## src/rtl/echo_mix_operator.sv

```systemverilog
// rtl/echo_mix_operator.sv - delay-line operator: wet mix and feedback write-back
// Two shift-add multipliers share one serial pass over the gain bits, LSB first.
module echo_mix_operator #(
  parameter int audio_width = 16,
  parameter int gain_width  = 8
) (
  input  logic                   clk,
  input  logic                   reset,
  input  logic                   i_valid,
  output logic                   i_ready,
  input  logic [audio_width-1:0] i_current,
  input  logic [audio_width-1:0] i_buffer,
  input  logic [gain_width-1:0]  i_mix_gain,
  input  logic [gain_width-1:0]  i_feedback_gain,
  output logic                   o_valid,
  input  logic                   o_ready,
  output logic [audio_width-1:0] o_result,
  output logic [audio_width-1:0] o_buffer
);

  localparam int AccW = audio_width + gain_width;
  localparam int CntW = $clog2(gain_width + 1);
  localparam logic [CntW-1:0] LastCnt = CntW'(gain_width - 1);

  typedef enum logic [1:0] {IDLE, MUL, SUM, OUT} state_t;

  state_t                  state_q, state_d;
  logic [audio_width-1:0]  cur_q, cur_d;
  logic [audio_width-1:0]  buf_q, buf_d;
  logic [gain_width-1:0]   mix_g_q, mix_g_d;
  logic [gain_width-1:0]   fb_g_q, fb_g_d;
  logic [AccW-1:0]         acc_mix_q, acc_mix_d;
  logic [AccW-1:0]         acc_fb_q, acc_fb_d;
  logic [CntW-1:0]         count_q, count_d;
  logic                    valid_q, valid_d;
  logic [audio_width-1:0]  result_q, result_d;
  logic [audio_width-1:0]  wb_q, wb_d;

  logic [AccW-1:0]         buf_ext;
  logic [AccW-1:0]         addend;
  logic [gain_width-1:0]   mix_sh;
  logic [gain_width-1:0]   fb_sh;

  // Sum at one extra bit; disagreeing top bits mean overflow in that direction.
  function automatic logic [audio_width-1:0] sat_add(input logic [audio_width-1:0] a,
                                                     input logic [audio_width-1:0] b);
    logic [audio_width:0] s;
    s = {a[audio_width-1], a} + {b[audio_width-1], b};
    if (s[audio_width] != s[audio_width-1])
      sat_add = s[audio_width] ? {1'b1, {(audio_width-1){1'b0}}}
                               : {1'b0, {(audio_width-1){1'b1}}};
    else
      sat_add = s[audio_width-1:0];
  endfunction

  assign buf_ext = {{gain_width{buf_q[audio_width-1]}}, buf_q};
  assign addend  = buf_ext << count_q;
  assign mix_sh  = mix_g_q >> count_q;
  assign fb_sh   = fb_g_q >> count_q;

  assign i_ready  = (state_q == IDLE);
  assign o_valid  = valid_q;
  assign o_result = result_q;
  assign o_buffer = wb_q;

  always_comb begin
    state_d   = state_q;
    cur_d     = cur_q;
    buf_d     = buf_q;
    mix_g_d   = mix_g_q;
    fb_g_d    = fb_g_q;
    acc_mix_d = acc_mix_q;
    acc_fb_d  = acc_fb_q;
    count_d   = count_q;
    valid_d   = valid_q;
    result_d  = result_q;
    wb_d      = wb_q;
    case (state_q)
      IDLE: begin
        if (i_valid) begin
          cur_d     = i_current;
          buf_d     = i_buffer;
          mix_g_d   = i_mix_gain;
          fb_g_d    = i_feedback_gain;
          acc_mix_d = '0;
          acc_fb_d  = '0;
          count_d   = '0;
          state_d   = MUL;
        end
      end
      MUL: begin
        if (mix_sh[0]) acc_mix_d = acc_mix_q + addend;
        if (fb_sh[0])  acc_fb_d  = acc_fb_q + addend;
        count_d = count_q + CntW'(1);
        if (count_q == LastCnt) state_d = SUM;
      end
      SUM: begin
        // Dropping the low gain_width bits is the floor-rounding arithmetic shift.
        result_d = sat_add(cur_q, acc_mix_q[AccW-1:gain_width]);
        wb_d     = sat_add(cur_q, acc_fb_q[AccW-1:gain_width]);
        valid_d  = 1'b1;
        state_d  = OUT;
      end
      OUT: begin
        if (o_ready) begin
          valid_d = 1'b0;
          state_d = IDLE;
        end
      end
      default: state_d = IDLE;
    endcase
  end

  always_ff @(posedge clk or negedge reset) begin
    if (!reset) begin
      state_q   <= IDLE;
      cur_q     <= '0;
      buf_q     <= '0;
      mix_g_q   <= '0;
      fb_g_q    <= '0;
      acc_mix_q <= '0;
      acc_fb_q  <= '0;
      count_q   <= '0;
      valid_q   <= 1'b0;
      result_q  <= '0;
      wb_q      <= '0;
    end else begin
      state_q   <= state_d;
      cur_q     <= cur_d;
      buf_q     <= buf_d;
      mix_g_q   <= mix_g_d;
      fb_g_q    <= fb_g_d;
      acc_mix_q <= acc_mix_d;
      acc_fb_q  <= acc_fb_d;
      count_q   <= count_d;
      valid_q   <= valid_d;
      result_q  <= result_d;
      wb_q      <= wb_d;
    end
  end

endmodule

```

## config.mk

```make
export PLATFORM = sky130hd
export DESIGN_NAME = echo_mix_operator
export DESIGN_NICKNAME = d
export VERILOG_FILES = /design/src/rtl/echo_mix_operator.sv
export SDC_FILE = /design/constraint.sdc
export NUM_CORES = 1
export LEC_CHECK = 0
export CAP_MARGIN = 20
export CORE_MARGIN = 2
export CORE_UTILIZATION = 46
export CTS_CLUSTER_DIAMETER = 120
export DETAILED_ROUTE_END_ITERATION = 16
export PLACE_DENSITY_LB_ADDON = 0.2
export RECOVER_POWER = 25
export SYNTH_ARGS = -nofsm -noshare
export SYNTH_HDL_FRONTEND = slang
export SYNTH_SLANG_ARGS = --single-unit
```

## constraint.sdc

```tcl
create_clock -name clk -period 4.85 [get_ports clk]
set_input_delay 0.7275 -clock clk [delete_from_list [all_inputs] [get_ports clk]]
set_output_delay 0.7275 -clock clk [all_outputs]
set_load 0.005 [all_outputs]
```

Word-level counts from Yosys, hierarchy flattened:

Index checks and enable logic that the tools add are counted.

* output and inout port bits: 34
* register bits after elaboration: 135
* bits of input ports: 52
* word-level logic and storage cells: 56

* reductions and logical operators: 9
* add/sub/neg operators: 5
* shift-type cells: 3
* eq/ne operators: 11
* multiplexer cells: 17

Operators with widths (count)
* case mux 24 bit (2 select lines): 2
* 2-to-1 mux 24 bit: 3
* 2-to-1 mux 16 bit: 4
* adder 24 bit: 2
* adder 16 x 16 -> 17 bit: 2
* left shift 24 x 4 -> 24 bit: 1
* right shift 8 x 4 -> 1 bit: 2
* != test 2 bit, second input constant: 5
* AND reduction 3 bit: 3
* case mux 2 bit (4 select lines): 1
* case mux 4 bit (2 select lines): 1
* 2-to-1 mux 2 bit: 3
* AND reduction 2 bit: 3
* adder 4 x 1 -> 4 bit, second input constant: 1
* == test 2 bit, second input constant: 2
* == test 4 x 3 -> 1 bit, second input constant: 1
* 2-to-1 mux 4 bit: 1
* nonzero test 2 bit: 2
* == test 2 x 1 -> 1 bit, second input constant: 1
* zero test 2 bit: 1
* != test 1 bit: 2
* case mux 1 bit (2 select lines): 1
* 2-to-1 mux 1 bit: 1

Logic depth before layout (Yosys ltp):

Gate-level depths: netlist of run 1.

* depth after elaboration: 4
* mapped depth: 22
* mapped depth without buffers: 19

Worst setup path before layout of run 1:

No wires, ideal clock.

* kind: register to register
* start: register count_q[0]
* end: register acc_mix_q[22]
* buffers on the path: 3
* library setup time: 0.129 ns
* data required time: 4.721 ns
* cell stages (with the launch flop): 20
* clock period less this slack: 4.481 ns
* setup slack: 0.369 ns
* arrival time: 4.352 ns
* cell sequence: dfrtp_1 -> buf_6 -> clkbuf_1 -> clkbuf_1 -> mux2i_1 -> mux2i_1 -> mux2i_1 -> o32ai_1 -> ha_1 -> a21o_1 -> a21o_1 -> a21o_1 -> a21o_1 -> a21oi_1 -> o21ai_2 -> a41o_1 -> or4_1 -> a31oi_1 -> xor2_1 -> o21ai_1

* cells in the longest elaborated chain, start to end: 4
* elaborated cells between the ends (all ways): 7
* classes of those cells: 1 x add/sub; 1 x eq/ne; 2 x shift; 2 x mux; 1 x reduce/logical

Ends and longest elaborated chain
* start: declaration: RTL line 34 `logic [CntW-1:0] count_q, count_d;`
* start signal: assignment: RTL line 135 `count_q <= count_d;`
* left shift 24 x 4 -> 24 bit: RTL line 57 `assign addend = buf_ext << count_q;`
* adder 24 bit: RTL line 92 `if (mix_sh[0]) acc_mix_d = acc_mix_q + addend;`
* 2-to-1 mux 24 bit: RTL line 92
* case mux 24 bit (2 select lines): RTL line 78 `case (state_q)`
* end signal: assignment: RTL line 133 `acc_mix_q <= acc_mix_d;`
* end: declaration: RTL line 32 `logic [AccW-1:0] acc_mix_q, acc_mix_d;`

Several ways; a longest one is shown, not always the timed one. The select of a mux whose other input is x is not followed.
A chain may end at the register's enable or synchronous reset.

Worst setup path in the final report of run 1:

* start: register count_q[0]
* end: register acc_fb_q[23]

* cells in the longest elaborated chain, start to end: 4
* elaborated cells between the ends (all ways): 7
* classes of those cells: 1 x add/sub; 1 x eq/ne; 2 x shift; 2 x mux; 1 x reduce/logical

Ends and longest elaborated chain
* left shift 24 x 4 -> 24 bit: RTL line 57
* adder 24 bit: RTL line 93 `if (fb_sh[0]) acc_fb_d = acc_fb_q + addend;`
* 2-to-1 mux 24 bit: RTL line 93
* case mux 24 bit (2 select lines): RTL line 78
* end signal: assignment: RTL line 122 `acc_fb_q <= '0;`
* end signal: assignment: RTL line 134 `acc_fb_q <= acc_fb_d;`
* end: declaration: RTL line 33 `logic [AccW-1:0] acc_fb_q, acc_fb_d;`

Several ways; a longest one is shown, not always the timed one. The select of a mux whose other input is x is not followed.

==> flow_metrics.py, run 1 <==
metrics = {
    "status": {
        "status": "finished with violations",
        "violations": "max-capacitance violations, max-slew violations",
    },
    "clock_network": {
        "clock_path_buffers": 2,
        "postCtsHoldBufs": 0,
        "postCtsSetupBuffers": 0,
        "ctsResizeCount": 0,
        "cts.sinks": 135,
        "h-tree-depth": 4,
        "tritoncts": "yes",
        "clkLatencyLatePin_ps": 430,
        "clkSlewWorstSetupHoldPaths_ps": 60,
        "root_buffer": "clkbuf_16",
        "numCtsBuffers": 17,
    },
    "logic_synthesis": {
        "synthFlopType": "dfrtp_1",
        "ys_warn_count": 0,
        "async_reset_ff_share_pct": 100,
        "synthCells": 1124,
        "synth.avg_cell_area_um2": 8.88,
        "syn-num-nets": 1251,
        "synth_edf_count": 0,
        "synth_cell_type_count": 72,
        "ys_seq_area_share_pct": 33.9,
        "ys_ff_latch": 135,
        "mappedNetlistArea_mm2": 0.00998,
    },
    "layout": {
        "drive_above_1_share_pct": 10.8,
        "final_common_cell": "dfrtp_1",
        "area_growth_pct": 17.6,
        "fill_cells": 1958,
        "n_antenna_cell": 0,
        "nNetsFinal": 1323,
        "final_cell_mix": "dfrtp_1 (135), nand2_1 (100), o21ai_0 (96)",
    },
    "setup_path": {
        "crit_type": "flop to flop",
        "crit_slowest_cell": "dfrtp_1",
        "critPathBufInv": 1,
        "crit_start": "count_q[0]$_DFFE_PN0P_",
        "worstSetupStartpointType": "flop",
        "reg2reg_from": "count_q[0]$_DFFE_PN0P_",
        "cp_max_fo": 15,
        "path_cells": "buf_4 -> mux2i_1 -> mux2i_1 -> mux2i_1 -> mux2i_1 -> ha_1 -> a21o_1 -> a21o_1 -> a21oi_1 -> nand3b_1 -> o21ai_0 -> a31oi_1 -> a41oi_1 -> nor2_1 -> a311oi_1 -> a31oi_1",
        "r2r-end": "acc_fb_q[23]$_DFFE_PN0P_",
        "crit_top_cell": "mux2i_1",
        "slowest_delay_ps": 580,
        "endpoint": "acc_fb_q[23]$_DFFE_PN0P_",
        "path_depth": 16,
        "worstSetupEndpointType": "flop",
        "critPathTopFamily": "compound AO/OA/AOI/OAI gates",
        "r2r_cells": 16,
        "worstPathArrival_ps": 4610,
        "ff2ff_setup_slack_ps": 540,
        "cp_data_required_time_ps": 5150,
    },
    "global_routing": {
        "grt_pass1_vias": 7990,
        "grt_usage_pct": 22.2,
        "use_met1_pct": 30.3,
        "busiest_layer": "met2",
        "grtUsageMet2_pct": 36.3,
        "antenna_found_initial": 0,
        "grt_pass1_wl_mm": 39.9,
        "grt_max_degree": 107,
        "overflow": 0,
        "grtUsageMet3_pct": 3.52,
    },
    "floorplan": {
        "start_util_pct": 47.2,
        "die_h_um": 151,
        "row_count": 53,
        "ios": 86,
        "core-area_mm2": 0.0212,
        "die_x_um": 151,
        "dieArea_mm2": 0.0229,
    },
    "detailed_routing": {
        "drtIter0Drc": 408,
        "first_pass_iters": 5,
        "avgRoutedWirePerCell_um": 16.4,
        "vias_per_cell": 5.66,
        "drc": 0,
        "routed-via-count": 8400,
        "ant_nets": 0,
        "drt-total-wl_mm": 24.3,
    },
    "sta": {
        "final_hold_viol_count": 0,
        "rsz0062_at_grt": "false",
        "skew_ps": 10.4,
        "final-setup-viol-count": 0,
        "hold_slack_ps": 502,
        "max_freq_ghz": 0.232,
        "slew-limit-headroom_pct": -74.4,
        "fin_crit_sh_pct": 88.9,
        "tightest_slew_ps": 2620,
        "fin_tns_setup_ps": 0,
        "period_needed_ps": 4310,
        "maxSlewViolCount": 107,
    },
    "placement": {
        "place.gp.congestion": 0.886,
        "io_buffers": 85,
        "dpl.hpwl_mm": 18.2,
    },
    "job": {
        "cap_violations": 1,
    },
    "worst_hold_path": {
        "hold_depth": 1,
        "hp-class": "flop to flop",
    },
}
-- Yosys cell counts, types with 13 or more instances --
cell / number / area (um^2)
clkbuf_1: 36 / 135
xnor2_1: 34 / 298
inv_1: 69 / 259
nor2_1: 76 / 285
dfrtp_1: 135 / 3380
o21ai_0: 96 / 480
nand3_1: 15 / 75.1
o22ai_1: 42 / 263
nand2_1: 101 / 379
mux2_2: 53 / 597
a21o_1: 30 / 225
ha_1: 73 / 913
xor2_1: 23 / 201
a31oi_1: 13 / 81.3
a21oi_1: 95 / 475
mux2i_1: 24 / 240
-- layer usage --
metal  share of wire [%]  wire length [um]
met1                  48             11700
met2                  46             11300
met3                 3.7               895
met4                 1.7               416
met5                   0                 0
-- stage by stage --
| step | instances | util (%) | setup slack [ps] | area, um^2 |
|---|---|---|---|---|
| 2_1_floorplan | 1124 | - | 369 | 9980 |
| 3_3_place_gp | 1452 | 52.5 | 679 | 11100 |
| 3_5_place_dp | 1452 | 52.5 | 588 | 11100 |
| 4_1_cts | 1484 | 55.5 | 488 | 11700 |
| 5_1_grt | 1484 | 55.5 | 112 | 11700 |
| 6_report | 1484 | 55.5 | 538 | 11700 |
-- state kept, by name, summed over array words and instances, names as in the netlist --
signal	cells
acc_mix_q	24
fb_g_q	8
mix_g_q	8
o_valid	1
o_buffer	16
acc_fb_q	24
state_q	2
count_q	4
o_result	16
buf_q	16
cur_q	16
-- cells by family after synthesis --
| logic type | synth area share, % |
|---|---|
| simple gates | 12.8 |
| flops | 33.9 |
| xor+xnor | 5.00 |
| mux | 10.2 |
| fa+ha+maj | 9.77 |
| compound gates | 23.8 |
| buf+inv | 4.63 |
-- how the worst min path moves through the flow --
stage	endpoint	slack, ps	startpoint
finish	fb_g_q[7]$_DFFE_PN0P_	500	fb_g_q[7]$_DFFE_PN0P_
detailed placement	fb_g_q[7]$_DFFE_PN0P_	490	fb_g_q[7]$_DFFE_PN0P_
global placement	fb_g_q[3]$_DFFE_PN0P_	480	fb_g_q[3]$_DFFE_PN0P_
CTS	o_result[11]$_DFFE_PN0P_	470	reset
global route	mix_g_q[5]$_DFFE_PN0P_	520	mix_g_q[5]$_DFFE_PN0P_
floorplan	acc_fb_q[0]$_DFFE_PN0P_	430	reset
-- final cells by class --
cell class	count	area [um^2]	area share, %
Inverter	69	259	2.21
Sequential cell	135	3380	28.8
Clock inverter	15	200	1.71
Clock buffer	17	425	3.63
Multi-Input combinational cell	871	6150	52.4
Tap cell	275	344	2.93
Timing Repair Buffer	102	973	8.30
Power of run 1 is not shown: default switching activity piles up to over one toggle a cycle in this logic, so the estimate is an artifact.
==> inputs of run 2 (changes only) <==
Settings changed: SKIP_CTS_REPAIR_TIMING set to 1.
==> results of run 2 <==
Final layout, timing and power as in run 1 (identical DEF).
Power of run 2 is left out for the same reason.
==> inputs of run 3 (changes only) <==
Settings changed: CTS_CLUSTER_SIZE set to 8.
==> results of run 3 <==
Final layout, timing and power as in run 1 (identical DEF).
Power of run 3 is left out for the same reason.
